[config.mk]
export PLATFORM = sky130hd
export DESIGN_NAME = conv_seq_controller
export DESIGN_NICKNAME = d
export VERILOG_FILES = /design/src/rtl/conv_ctrl_pkg.sv /design/src/rtl/conv_seq_controller_btn_edge.sv /design/src/rtl/conv_seq_controller.sv
export SDC_FILE = /design/constraint.sdc
export NUM_CORES = 1
export LEC_CHECK = 0
export BUFFER_PORTS_ARGS = -buffer_cell sky130_fd_sc_hd__buf_2
export CORE_MARGIN = 4
export CORE_UTILIZATION = 55
export CTS_CLUSTER_DIAMETER = 100
export CTS_CLUSTER_SIZE = 30
export DETAILED_ROUTE_END_ITERATION = 8
export PLACE_DENSITY_LB_ADDON = 0.3
export SYNTH_ARGS = -nofsm -noshare
export SYNTH_HDL_FRONTEND = slang
export SYNTH_SLANG_ARGS = --single-unit
[constraint.sdc]
create_clock -name clk -period 3.85 [get_ports clk]
set_clock_uncertainty 0.05 [all_clocks]
set_input_delay 0.5775 -clock clk [delete_from_list [all_inputs] [get_ports clk]]
set_output_delay 0.5775 -clock clk [all_outputs]
set_load 0.1 [all_outputs]
[src/rtl/conv_ctrl_pkg.sv]
// Shared types and defaults for the convolution sequencer.
// Build option: CONV_BTN_SYNC_EN adds 2-flop input synchronizers in btn_edge.
package conv_ctrl_pkg;

    typedef enum logic [2:0] {
        ST_IDLE    = 3'd0,
        ST_MAC     = 3'd1,
        ST_WRITE   = 3'd2,
        ST_DONE    = 3'd3,
        ST_DISPLAY = 3'd4
    } conv_state_t;

    localparam int DEF_IN_W      = 4;
    localparam int DEF_K         = 3;
    localparam int DEF_ADDR_W    = 5;
    localparam int DEF_FILT_BASE = 16;
    localparam logic [DEF_ADDR_W-1:0] DEF_IDLE_ADDR = {DEF_ADDR_W{1'b1}};

    function automatic int clog2_min1(input int v);
        return (v <= 1) ? 1 : $clog2(v);
    endfunction

    // Width of a buffer index for an out_w x out_w result tile.
    function automatic int ba_width(input int out_w);
        return clog2_min1(out_w * out_w);
    endfunction

endpackage

[src/rtl/conv_seq_controller_btn_edge.sv]
// Optional 2-flop synchronizer plus rising-edge detector (or plain synced level).
// Build option: CONV_BTN_SYNC_EN enables the synchronizer chain.
module btn_edge #(
    parameter bit EDGE_EN = 1'b1
) (
    input  logic clk,
    input  logic rst,
    input  logic din,
    output logic q
);

    logic lvl_s;
    logic prev_r;

`ifdef CONV_BTN_SYNC_EN
    logic sync1_r;
    logic sync2_r;

    // two-flop synchronizer for the asynchronous switch/button level
    always_ff @(posedge clk or posedge rst) begin
        if (rst) begin
            sync1_r <= 1'b0;
            sync2_r <= 1'b0;
        end else begin
            sync1_r <= din;
            sync2_r <= sync1_r;
        end
    end

    assign lvl_s = sync2_r;
`else
    assign lvl_s = din;
`endif

    // previous level, so a held button yields a single pulse
    always_ff @(posedge clk or posedge rst) begin
        if (rst) begin
            prev_r <= 1'b0;
        end else begin
            prev_r <= lvl_s;
        end
    end

    assign q = EDGE_EN ? (lvl_s & ~prev_r) : lvl_s;

endmodule

[src/rtl/conv_seq_controller.sv]
// Counter-driven sequencer for the systolic KxK valid-mode convolution datapath.
// Build option: CONV_BTN_SYNC_EN synchronizes start/toggle/right/left (see btn_edge).
module conv_seq_controller
    import conv_ctrl_pkg::*;
#(
    parameter int IN_W      = DEF_IN_W,
    parameter int K         = DEF_K,
    parameter int ADDR_W    = DEF_ADDR_W,
    parameter int FILT_BASE = DEF_FILT_BASE,
    parameter logic [ADDR_W-1:0] IDLE_ADDR = {ADDR_W{1'b1}},
    localparam int OUT_W    = IN_W - K + 1,
    localparam int BA       = ba_width(OUT_W)
) (
    input  logic              clk,
    input  logic              rst,
    input  logic              start,
    input  logic              toggle,
    input  logic              right,
    input  logic              left,
    output logic [ADDR_W-1:0] input_addr,
    output logic [ADDR_W-1:0] filter_addr,
    output logic              mac_en,
    output logic              mac_clr,
    output logic              buf_we,
    output logic [BA-1:0]     buf_wr_addr,
    output logic [BA-1:0]     buf_rd_addr,
    output logic              busy,
    output logic              done
);

    localparam int KW   = clog2_min1(K);
    localparam int OW   = clog2_min1(OUT_W);
    localparam int NPIX = OUT_W * OUT_W;

    logic start_s;
    logic toggle_s;
    logic right_s;
    logic left_s;

    btn_edge #(.EDGE_EN(1'b0)) u_start  (.clk(clk), .rst(rst), .din(start),  .q(start_s));
    btn_edge #(.EDGE_EN(1'b0)) u_toggle (.clk(clk), .rst(rst), .din(toggle), .q(toggle_s));
    btn_edge #(.EDGE_EN(1'b1)) u_right  (.clk(clk), .rst(rst), .din(right),  .q(right_s));
    btn_edge #(.EDGE_EN(1'b1)) u_left   (.clk(clk), .rst(rst), .din(left),   .q(left_s));

    conv_state_t state_r;
    conv_state_t state_n;
    logic [KW-1:0] kx_r;
    logic [KW-1:0] kx_n;
    logic [KW-1:0] ky_r;
    logic [KW-1:0] ky_n;
    logic [OW-1:0] ox_r;
    logic [OW-1:0] ox_n;
    logic [OW-1:0] oy_r;
    logic [OW-1:0] oy_n;
    logic [BA-1:0] rd_n;

    logic [ADDR_W-1:0] input_addr_n;
    logic [ADDR_W-1:0] filter_addr_n;
    logic              mac_en_n;
    logic              mac_clr_n;
    logic              buf_we_n;
    logic [BA-1:0]     buf_wr_addr_n;
    logic              busy_n;
    logic              done_n;

    // next state, counter advance and display navigation
    always_comb begin
        state_n = state_r;
        kx_n    = kx_r;
        ky_n    = ky_r;
        ox_n    = ox_r;
        oy_n    = oy_r;
        rd_n    = buf_rd_addr;
        case (state_r)
            ST_IDLE: begin
                if (start_s) begin
                    state_n = ST_MAC;
                    kx_n    = {KW{1'b0}};
                    ky_n    = {KW{1'b0}};
                    ox_n    = {OW{1'b0}};
                    oy_n    = {OW{1'b0}};
                end else begin
                    state_n = ST_IDLE;
                end
            end
            ST_MAC: begin
                if (kx_r == KW'(K - 1)) begin
                    kx_n = {KW{1'b0}};
                    if (ky_r == KW'(K - 1)) begin
                        ky_n    = {KW{1'b0}};
                        state_n = ST_WRITE;
                    end else begin
                        ky_n = ky_r + {{(KW-1){1'b0}}, 1'b1};
                    end
                end else begin
                    kx_n = kx_r + {{(KW-1){1'b0}}, 1'b1};
                end
            end
            ST_WRITE: begin
                state_n = ST_MAC;
                if (ox_r == OW'(OUT_W - 1)) begin
                    ox_n = {OW{1'b0}};
                    if (oy_r == OW'(OUT_W - 1)) begin
                        oy_n    = {OW{1'b0}};
                        state_n = ST_DONE;
                    end else begin
                        oy_n = oy_r + {{(OW-1){1'b0}}, 1'b1};
                    end
                end else begin
                    ox_n = ox_r + {{(OW-1){1'b0}}, 1'b1};
                end
            end
            ST_DONE: begin
                if (toggle_s) begin
                    state_n = ST_DISPLAY;
                end else begin
                    state_n = ST_DONE;
                end
            end
            ST_DISPLAY: begin
                if (!toggle_s) begin
                    state_n = ST_DONE;
                end else begin
                    state_n = ST_DISPLAY;
                end
                // simultaneous edges cancel
                if (right_s && !left_s) begin
                    if (buf_rd_addr == BA'(NPIX - 1)) begin
                        rd_n = {BA{1'b0}};
                    end else begin
                        rd_n = buf_rd_addr + {{(BA-1){1'b0}}, 1'b1};
                    end
                end else if (left_s && !right_s) begin
                    if (buf_rd_addr == {BA{1'b0}}) begin
                        rd_n = BA'(NPIX - 1);
                    end else begin
                        rd_n = buf_rd_addr - {{(BA-1){1'b0}}, 1'b1};
                    end
                end else begin
                    rd_n = buf_rd_addr;
                end
            end
            default: begin
                state_n = ST_IDLE;
                kx_n    = {KW{1'b0}};
                ky_n    = {KW{1'b0}};
                ox_n    = {OW{1'b0}};
                oy_n    = {OW{1'b0}};
            end
        endcase
    end

    // outputs decoded from the upcoming state so they register alongside it
    always_comb begin
        input_addr_n  = IDLE_ADDR;
        filter_addr_n = IDLE_ADDR;
        mac_en_n      = 1'b0;
        mac_clr_n     = 1'b0;
        buf_we_n      = 1'b0;
        buf_wr_addr_n = buf_wr_addr;
        busy_n        = 1'b0;
        done_n        = 1'b0;
        case (state_n)
            ST_MAC: begin
                input_addr_n  = ADDR_W'((32'(oy_n) + 32'(ky_n)) * IN_W + 32'(ox_n) + 32'(kx_n));
                // filter taps walked in reverse: 180-degree rotation
                filter_addr_n = ADDR_W'(FILT_BASE + K * K - 1 - (32'(ky_n) * K + 32'(kx_n)));
                mac_en_n      = 1'b1;
                busy_n        = 1'b1;
            end
            ST_WRITE: begin
                mac_clr_n     = 1'b1;
                buf_we_n      = 1'b1;
                buf_wr_addr_n = BA'(32'(oy_n) * OUT_W + 32'(ox_n));
                busy_n        = 1'b1;
            end
            ST_DONE, ST_DISPLAY: begin
                mac_en_n = 1'b1;
                done_n   = 1'b1;
            end
            default: begin
                mac_en_n = 1'b0;
            end
        endcase
    end

    // state, counters and registered outputs
    always_ff @(posedge clk or posedge rst) begin
        if (rst) begin
            state_r     <= ST_IDLE;
            kx_r        <= {KW{1'b0}};
            ky_r        <= {KW{1'b0}};
            ox_r        <= {OW{1'b0}};
            oy_r        <= {OW{1'b0}};
            input_addr  <= IDLE_ADDR;
            filter_addr <= IDLE_ADDR;
            mac_en      <= 1'b0;
            mac_clr     <= 1'b0;
            buf_we      <= 1'b0;
            buf_wr_addr <= {BA{1'b0}};
            buf_rd_addr <= {BA{1'b0}};
            busy        <= 1'b0;
            done        <= 1'b0;
        end else begin
            state_r     <= state_n;
            kx_r        <= kx_n;
            ky_r        <= ky_n;
            ox_r        <= ox_n;
            oy_r        <= oy_n;
            input_addr  <= input_addr_n;
            filter_addr <= filter_addr_n;
            mac_en      <= mac_en_n;
            mac_clr     <= mac_clr_n;
            buf_we      <= buf_we_n;
            buf_wr_addr <= buf_wr_addr_n;
            buf_rd_addr <= rd_n;
            busy        <= busy_n;
            done        <= done_n;
        end
    end

endmodule

==> results.toml <==
[setup_path]
crit_start = "state_r[1]"
reg2reg_depth = 11
cpMaxStageDelayCell = "dfrtp_1"
cp_common_cell = "ha_1"
worst_setup_path_start_kind = "flip-flop"
cp-end-kind = "flip-flop"
crit_fanout = 12
cp_slowest_stage_delay_ns = 0.56
rr_endpoint = "filter_addr[3]"
cp.arrival_ns = 3.32
reg2reg_from = "state_r[1]"
cp.required_ns = 4.02
rrSetupSlack_ns = 0.70
path_cells = "inv_1 -> o2bb2ai_1 -> o21bai_1 -> mux2_2 -> ha_1 -> ha_1 -> inv_1 -> ha_1 -> fa_1 -> xor2_1 -> nand2_1"
crit_type = "reg -> reg"

[sta]
fin_crit_ns = 3.15
timing.fmax_mhz = 317
drv_slew = 0
hold_violations = 0
finalSetupViolCount = 0
relSlewSlack = 0.197
fin_crit_sh = 0.819
worstMarginPinSlew_ns = 1.20
fin_setup_tns_ns = 0
rsz0062_at_grt = "false"

[placement]
gp_congestion = 0.848
place_area_mm2 = 0.00172
port_buffers = 24
place_inst = 193
place_hpwl_um = 2330

[final_layout]
nNetsFinal = 190
n_antenna_cell = 0
nFillCells = 218
fin_util = 0.642
drive_above_1_share = 0.294
fin_area_mm2 = 0.00177
area_delta_synth_final_pct = 10.9
fin_cells = 201

[run_status]
outcome = "finished, final reports clean"

[clock_network]
cts_buffer_depth = 2
cts-htree-levels = 2
cts_sinks = 29
postCtsHoldBufs = 0
cts_resized = 0
clk_latency_ns = 0.33
cts_buffers = 5
clk_pin_slew_ns = 0.09
clockRootBuffer = "clkbuf_4"
cts_setup_buffers = 0
cts_tree = "built"

[synth]
ys_seq_area_frac = 0.462
synth.distinct_cells = 45
yosys.area.top_type_share = 0.298
ys_ff_latch = 29
synth_nets = 164
synth_top_cell_by_area = "dfrtp_1"
syn_area_mm2 = 0.00160
synth-edff-count = 0
yosysWarningCount = 0
syn_area_per_cell_um2 = 11.2
yosys-top-cells-area = "dfrtp_1, dfstp_2, ha_1"
synthFlopType = "dfrtp_1"
synthCells = 143
postSynth.asyncResetShare = 1.00

[route]
vias = 1143
drc_errors = 0
dr.pass1.iters = 4
routed_via_density = 5.69
wire_per_inst_um = 15.3
initialDrtViolationCount = 45
wl_um = 3090
antenna_left = 0

[worst_hold_path]
min_delay_worst_endpoint = "u_right.prev_r"
hp-class = "in -> reg"
holdPathStages = 1
min-delay-start = "right"

[flow_run]
drv_cap = 0

[die]
die_h_um = 61.9
core_mm2 = 0.00276
initial_core_util = 0.579
dieArea_mm2 = 0.00383
io_pins = 25
placementRows = 19
die_w_um = 61.9

[global_route]
grt_pass1_wl_um = 4820
grt_pass1_vias = 1082
grt_usage = 0.183
antenna_found_initial = 0
grt_max_degree = 30
overflow = 0
-- cell usage after synthesis, types with 2 or more instances --
cell / n
a22o_1: 2
a31oi_1: 4
and3_1: 2
and3b_1: 2
and4_1: 2
buf_2: 2
buf_4: 2
dfrtp_1: 19
dfstp_2: 10
fa_1: 2
ha_1: 13
inv_1: 12
mux2_1: 2
nand2_1: 12
nand2b_1: 10
nor2_1: 4
nor2b_1: 5
nor3_1: 2
o21ai_0: 6
or2_1: 2
or3b_4: 2
xnor2_1: 2
xor2_1: 2
-- worst max-delay path: cells and delay by family (launching register included) --
kind / cells / cell delay (ns)
muxes: 1 / 0.25
adders and majority gates: 4 / 1.11
xor gates and xnor gates: 1 / 0.16
AOI/OAI and AO/OA: 2 / 0.64
buffers and inverters: 2 / 0.21
DFF: 1 / 0.56
and+or+nand+nor: 1 / 0.07
-- cells by family (layout without fill, tap and decap cells) --
logic type,Yosys count,after routing,synth area share
xor gates and xnor gates,4,4,0.0219
and+or+nand+nor,49,49,0.190
AOI/OAI and AO/OA,24,24,0.118
DFF,29,29,0.462
muxes,4,4,0.0274
buffers and inverters,18,45,0.0540
adders and majority gates,15,15,0.127
-- state kept, by name, summed over array words and instances, names as in the netlist --
register and cells:
filter_addr 5, input_addr 5, state_r 3, buf_rd_addr 2, buf_wr_addr 2, kx_r 2, ky_r 2, buf_we 1
busy 1, done 1, mac_en 1, ox_r 1, oy_r 1, u_left.prev_r 1, u_right.prev_r 1
-- metrics by stage --
step / hold slack, ns / worst slack, ns
global route: 0.275 / 0.559
detailed placement: 0.425 / 0.714
floorplan: 0.489 / 1.08
finish: 0.306 / 0.697
CTS: 0.295 / 0.744
global placement: 0.417 / 0.840
-- cell usage in the layout, fill, tap and decap left out, drive strengths merged, types with 2 or more instances in the layout --
| cell type | synthesis | final |
|---|---|---|
| a31oi | 4 | 4 |
| and4 | 2 | 2 |
| nand2b | 10 | 10 |
| nor3 | 2 | 2 |
| fa | 2 | 2 |
| dfrtp | 19 | 19 |
| clkbuf | 0 | 6 |
| inv | 12 | 12 |
| dfstp | 10 | 10 |
| and3b | 2 | 2 |
| nor2b | 5 | 5 |
| a22o | 2 | 2 |
| xnor2 | 2 | 2 |
| or2 | 2 | 2 |
| and3 | 2 | 2 |
| buf | 5 | 24 |
| mux2 | 3 | 3 |
| nor2 | 5 | 5 |
| nor3b | 2 | 2 |
| ha | 13 | 13 |
| or3b | 2 | 2 |
| nand2 | 12 | 12 |
| clkinv | 1 | 3 |
| xor2 | 2 | 2 |
| o21ai | 6 | 6 |
-- layer usage --
metal	vias to the layer above	global-route usage	wire, um	part of all wire
met1	551	0.206	1330	0.43
met2	36	0.291	1480	0.48
met3	10	0.0847	206	0.067
met5	-	0	0	0
met4	0	0.0939	74	0.024
li1	546	-	-	-
-- final cells by class --
type	count	area, um2	share of cell area
clock buffers	6	41.3	0.0233
clock inverters	2	10.0	0.00565
well taps	31	38.8	0.0219
repair buffers	24	120	0.0678
flip-flops and latches	29	738	0.417
multi-input cells	96	773	0.436
inverters	13	50.0	0.0282
-- worst max-delay path by stage --
stage | end | cells past startpoint | slack (ns)
after global placement | filter_addr[3] | 12 | 0.84
after floorplan | filter_addr[3] | 11 | 1.08
after detailed placement | filter_addr[3] | 12 | 0.71
final | filter_addr[3] | 11 | 0.70
after CTS | filter_addr[3] | 11 | 0.74
after global routing | filter_addr[3] | 11 | 0.56
Power is not shown: default switching activity piles up to over one toggle a cycle in this logic, so the estimate is an artifact.
